**config.mk**
```make
export PLATFORM = sky130hd
export DESIGN_NAME = usb_byte_fifo
export DESIGN_NICKNAME = d
export VERILOG_FILES = /design/src/rtl/usb_byte_fifo_pkg.sv /design/src/rtl/usb_byte_fifo_mem.sv /design/src/rtl/usb_byte_fifo.sv
export SDC_FILE = /design/constraint.sdc
export NUM_CORES = 1
export LEC_CHECK = 0
export CORE_MARGIN = 2
export CORE_UTILIZATION = 35
export DETAILED_ROUTE_END_ITERATION = 12
export DONT_BUFFER_PORTS = 1
export PLACE_DENSITY = 0.47
export REMOVE_ABC_BUFFERS = 1
export SYNTH_ARGS = -nofsm -noshare
export SYNTH_HDL_FRONTEND = slang
export SYNTH_SLANG_ARGS = --single-unit
export TNS_END_PERCENT = 50
```
**constraint.sdc**
```tcl
create_clock -name clk -period 3.6 [get_ports clk]
set_input_delay 0.54 -clock clk [delete_from_list [all_inputs] [get_ports clk]]
set_output_delay 0.54 -clock clk [all_outputs]
set_load 0.05 [all_outputs]
```
**src/rtl/usb_byte_fifo_pkg.sv**
```systemverilog
// -----------------------------------------------------------------------------
// usb_byte_fifo_pkg
// Shared constants for the USB CDC byte FIFOs and the ACIA top-level glue:
// byte width and the default depth/timeout used when instantiating the FIFO.
// No ports.
// -----------------------------------------------------------------------------
package usb_byte_fifo_pkg;

   localparam int USB_BYTE_W         = 8;
   localparam int USB_FIFO_DEPTH_LOG2 = 4;
   localparam int USB_FIFO_TIMEOUT    = 1024;

endpackage : usb_byte_fifo_pkg

```
**src/rtl/usb_byte_fifo_mem.sv**
```systemverilog
// -----------------------------------------------------------------------------
// usb_fifo_mem
// 2**AW x DW storage array, synchronous write, asynchronous read. Kept as its
// own module so the read path can later be retimed onto an iCE40 EBR with a
// registered read without touching the FIFO control logic. Storage is not
// reset.
//
// Ports:
//   clk      in   clock
//   we_i     in   write enable
//   waddr_i  in   write address
//   wdata_i  in   write data
//   raddr_i  in   read address
//   rdata_o  out  read data (combinational from raddr_i)
// -----------------------------------------------------------------------------
module usb_fifo_mem
   import usb_byte_fifo_pkg::*;
#(
   parameter int AW = 4,
   parameter int DW = USB_BYTE_W
) (
   input  logic          clk,
   input  logic          we_i,
   input  logic [AW-1:0] waddr_i,
   input  logic [DW-1:0] wdata_i,
   input  logic [AW-1:0] raddr_i,
   output logic [DW-1:0] rdata_o
);

   logic [DW-1:0] mem_q [0:(2**AW)-1];

   always_ff @(posedge clk) begin
      if (we_i) begin
         mem_q[waddr_i] <= wdata_i;
      end
   end

   assign rdata_o = mem_q[raddr_i];

endmodule : usb_fifo_mem

```
**src/rtl/usb_byte_fifo.sv**
```systemverilog
// -----------------------------------------------------------------------------
// usb_byte_fifo
// Single-clock first-word-fall-through byte FIFO with valid/ready on both
// sides, sitting between the ACIA CPU interface and the MUACM USB CDC core.
// All status outputs come from the registered occupancy count, so there is no
// combinational path from in_val/out_rdy to any output.
//
// Optional feature (macro USB_FIFO_FLUSH_EN): an idle counter raises a
// one-cycle flush pulse after TIMEOUT clocks with data waiting and no new
// push, used to trigger the MUACM short-packet flush. Without the macro the
// flush output is tied low.
//
// Ports:
//   clk       in   system clock
//   rst       in   synchronous active-high reset
//   in_data   in   write byte
//   in_val    in   write byte valid
//   in_rdy    out  FIFO can accept (not full)
//   out_data  out  head byte, valid when out_val=1
//   out_val   out  FIFO non-empty
//   out_rdy   in   consumer takes head byte
//   level     out  occupancy 0..2**DEPTH_LOG2
//   full      out  level == 2**DEPTH_LOG2
//   empty     out  level == 0
//   flush     out  one-cycle end-of-burst pulse
// -----------------------------------------------------------------------------
module usb_byte_fifo
   import usb_byte_fifo_pkg::*;
#(
   parameter int DEPTH_LOG2 = USB_FIFO_DEPTH_LOG2,
   parameter int TIMEOUT    = USB_FIFO_TIMEOUT
) (
   input  logic                  clk,
   input  logic                  rst,
   input  logic [USB_BYTE_W-1:0] in_data,
   input  logic                  in_val,
   output logic                  in_rdy,
   output logic [USB_BYTE_W-1:0] out_data,
   output logic                  out_val,
   input  logic                  out_rdy,
   output logic [DEPTH_LOG2:0]   level,
   output logic                  full,
   output logic                  empty,
   output logic                  flush
);

   localparam logic [DEPTH_LOG2:0] DEPTH_CNT = (DEPTH_LOG2+1)'(2**DEPTH_LOG2);

   logic [DEPTH_LOG2-1:0] wr_ptr_q, wr_ptr_d;
   logic [DEPTH_LOG2-1:0] rd_ptr_q, rd_ptr_d;
   logic [DEPTH_LOG2:0]   count_q, count_d;
   logic                  push, pop;

   assign full    = (count_q == DEPTH_CNT);
   assign empty   = (count_q == '0);
   assign in_rdy  = ~full;
   assign out_val = ~empty;
   assign level   = count_q;

   // A pop while full does not open a slot in the same cycle: in_rdy is taken
   // from the registered count only.
   assign push = in_val & in_rdy;
   assign pop  = out_val & out_rdy;

   always_comb begin
      wr_ptr_d = wr_ptr_q;
      rd_ptr_d = rd_ptr_q;
      count_d  = count_q;
      if (push) begin
         wr_ptr_d = wr_ptr_q + 1'b1;
      end
      if (pop) begin
         rd_ptr_d = rd_ptr_q + 1'b1;
      end
      if (push && !pop) begin
         count_d = count_q + 1'b1;
      end else if (pop && !push) begin
         count_d = count_q - 1'b1;
      end
   end

   always_ff @(posedge clk) begin
      if (rst) begin
         wr_ptr_q <= '0;
         rd_ptr_q <= '0;
         count_q  <= '0;
      end else begin
         wr_ptr_q <= wr_ptr_d;
         rd_ptr_q <= rd_ptr_d;
         count_q  <= count_d;
      end
   end

   usb_fifo_mem #(
      .AW (DEPTH_LOG2),
      .DW (USB_BYTE_W)
   ) u_mem (
      .clk     (clk),
      .we_i    (push),
      .waddr_i (wr_ptr_q),
      .wdata_i (in_data),
      .raddr_i (rd_ptr_q),
      .rdata_o (out_data)
   );

`ifdef USB_FIFO_FLUSH_EN
   localparam int              IDLE_W    = $clog2(TIMEOUT) + 1;
   localparam logic [IDLE_W-1:0] IDLE_TERM = IDLE_W'(TIMEOUT);

   logic [IDLE_W-1:0] idle_q, idle_d;
   logic              flush_q, flush_d;

   // Counter restarts on every push, holds while empty, and saturates at the
   // terminal value so only one pulse is produced per burst. The pulse is
   // registered so flush has no path from in_val.
   always_comb begin
      idle_d  = idle_q;
      flush_d = 1'b0;
      if (push) begin
         idle_d = '0;
      end else if (!empty && (idle_q != IDLE_TERM)) begin
         idle_d  = idle_q + 1'b1;
         flush_d = (idle_q == IDLE_TERM - 1'b1);
      end
   end

   always_ff @(posedge clk) begin
      if (rst) begin
         idle_q  <= '0;
         flush_q <= 1'b0;
      end else begin
         idle_q  <= idle_d;
         flush_q <= flush_d;
      end
   end

   assign flush = flush_q;
`else
   assign flush = 1'b0;
`endif

endmodule : usb_byte_fifo
```
==> results.cfg <==
[routing]
wl_um = 11900
viasPerCell = 4.98
wire_per_inst_um = 20.9
firstDrtPassIters = 4
num_vias = 2822
drc = 0
final_antenna_net_count = 0
drtIter0Drc = 284

[worst_setup_path]
start_kind = flip-flop
r2r-start = level[2]$_SDFFE_PP0P_
timing.rr.end = level[4]$_SDFFE_PP0P_
crit_arrival_ns = 3.29
worstRegToRegCells = 9
worstSetupPathType = flip-flop to flip-flop
cp.required_ns = 3.89
crit_fanout = 6
crit_path_end_kind = flip-flop
r2r_setup_slack_ns = 0.60

[logic_synthesis]
synthesis.area_um2 = 5790
synth_fa_ha_area_share_pct = 2.29
synth.distinct_cells = 37
netlist_instances = 313
synth_compound_area_share_pct = 3.96
synth_warnings = 0
ys_seq_elements = 145
syn_area_per_cell_um2 = 18.5
synth.area.mux_share_pct = 13.2
ys_seq_area_share_pct = 72.3
yosys.area_share.xor_xnor_pct = 1.21
synth_top_family_by_area = multiplexers
yosys.area_share.simple_pct = 4.80

[grt]
grt_pass1_wl_um = 18200
track_usage_pct = 14.4
grt_overflow = 0
grt_antenna_before_repair = 0
grt_pass1_vias = 2946
grt_max_degree = 33

[sta]
period_needed_ns = 3.00
drv_slew = 0
rsz0062_at_grt = false
finClkSkew_ns = 0.00610
hold_viol = 0
relSlewSlack_pct = 39.3
fmax_ghz = 0.333
setup_violations = 0
worst_pin_slew_ns = 0.908
fin_crit_sh_pct = 83.4
hold_ws_ns = 0.201
fin_setup_tns_ns = 0

[placement]
port-buffer-count = 0
dp.cells = 536
gp_congestion = 0.714
post-dp-hpwl_um = 7570

[clock_network]
postCtsHoldBufs = 0
post_cts_buffers = 0
path_clk_slew_ns = 0.05
htreeDepth = 4
clock_tree.root_cell = clkbuf_16
insertion_delay_ns = 0.41
cts_tree = done
cts_resized = 0
clk_path_buf_depth = 2
clock_sinks = 145
numCtsBuffers = 17

[cells_and_area]
multi_input_area_um2 = 1480
fin_util_pct = 40.4
final-seq-area_um2 = 4190
nets = 357
synthToLayoutAreaGrowth_pct = 14.0
instances_no_fill = 567
insertedDiodeCount = 0
fillers = 1537
drive_gt1_share_pct = 23.1

[outcome]
status = finished clean

[hold_path]
hold_path.class = input pin to flip-flop
min-delay-start = rst
hold_depth = 1

[job]
drv_cap = 0

[floorplan]
initial_core_util_pct = 35.4
die_x_um = 133
core-area_um2 = 16300
io_pins = 30
fp-row-count = 47
die_area_um2 = 17600
dieHeight_um = 133

[pwr]
irDropWorstVdd_uv = 713
leakage_nw = 2.17
powerDensity_nw_per_um2 = 740
p_total_w = 0.00488
sequential cells by signal, indices dropped and copies added (netlist names), named ones only:
signal       count
level            5
rd_ptr_q         4
u_mem.mem_q    128
wr_ptr_q         4
cell usage after synthesis (all sizes together):
library cell | number | area, µm²
a211oi | 1 | 7.51
a21boi | 1 | 11.3
a21o | 1 | 8.76
a21oi | 3 | 15.0
a22oi | 16 | 120
a31oi | 1 | 6.26
and2 | 1 | 6.26
and3 | 2 | 12.5
buf | 13 | 91.3
clkbuf | 4 | 15.0
conb | 1 | 3.75
dfxtp | 17 | 340
edfxtp | 128 | 3840
fa | 1 | 20.0
ha | 9 | 113
inv | 6 | 22.5
mux2 | 1 | 11.3
mux2i | 3 | 30.0
mux4 | 32 | 721
nand2 | 15 | 56.3
nand2b | 2 | 12.5
nand3 | 1 | 5.00
nor2 | 30 | 113
nor2b | 2 | 12.5
nor3 | 4 | 20.0
nor4 | 2 | 12.5
nor4bb | 1 | 10.0
o211ai | 4 | 43.8
o21ai | 1 | 16.3
or3 | 1 | 6.26
or4 | 1 | 11.3
xnor2 | 2 | 17.5
xor2 | 6 | 52.6
cells by family (layout without fill, tap and decap cells):
family	count (synthesis)	count (layout)
other cells	1	1
buf+inv	23	57
mux	36	36
compound gates	28	28
fa+ha+maj	10	10
flops	145	145
xor+xnor	8	8
simple gates	62	62
worst max path at each step:
stage                                startpoint                     to  slack, ns
after floorplan                       flip-flop            out_data[0]       0.48
after global placement    level[2]$_SDFFE_PP0P_  level[4]$_SDFFE_PP0P_       0.69
after detailed placement  level[2]$_SDFFE_PP0P_  level[4]$_SDFFE_PP0P_       0.59
after CTS                 level[2]$_SDFFE_PP0P_                  empty       0.55
after global routing      level[2]$_SDFFE_PP0P_  level[4]$_SDFFE_PP0P_       0.37
final                     level[2]$_SDFFE_PP0P_  level[4]$_SDFFE_PP0P_       0.60
metrics by stage:
step	setup WS, ns	area, µm²
final	0.598	6600
after global routing	0.367	6600
after CTS	0.548	6600
after detailed placement	0.591	6110
after global placement	0.694	6110
after floorplan	0.477	5680
layer usage:
metal  track usage, %  vias to the layer above  part of all wire (%)  routed length [µm]
met3             5.02                        4                   3.2                 381
met1             18.8                     1496                    47                5610
met4             4.36                        0                  0.56                  67
met5                0                        -                     0                   0
li1                 -                     1274                     -                   -
met2             22.7                       48                    49                5810
where the power goes:
group / switching [W] / internal (W) / total, W / leakage, nW
clock: 0.000619 / 0.000865 / 0.00148 / 0.235
combinational: 0.000889 / 0.000496 / 0.00138 / 0.638
sequential: 0.0000853 / 0.00193 / 0.00201 / 1.30
total: 0.00159 / 0.00329 / 0.00488 / 2.17
cell type report:
type | instances | share of cell area [%]
Clock buffer | 23 | 6.79
Clock inverter | 8 | 0.626
Inverter | 6 | 0.341
Multi-Input combinational cell | 145 | 22.4
Sequential cell | 145 | 63.4
Tap cell | 220 | 4.17
Timing Repair Buffer | 20 | 2.28
layout by cell type, fill, tap and decap left out, types with 3 or more instances in the layout:
cell,Yosys,layout
clkbuf_16,0,17
xor2_1,6,6
mux4_2,32,32
clkbuf_1,4,6
nor2_1,30,30
a21oi_1,3,3
buf_4,3,20
edfxtp_1,128,128
nor3_1,4,4
mux2i_1,3,3
a22oi_1,16,16
inv_1,6,6
ha_1,9,9
dfxtp_1,17,16
clkinv_1,0,4
nand2_1,15,15
o211ai_1,3,3
worst max-delay path, stage by stage, from the launching register on:
cell and delay, ns:
dfxtp_1 0.51, nor4_1 0.59, a21boi_2 0.22, ha_1 0.27, inv_1 0.16, ha_1 0.30, a21oi_1 0.20, a211oi_1 0.10
a31oi_1 0.19, mux2_2 0.35
No activity file was read; power rests on OpenSTA's default activity.
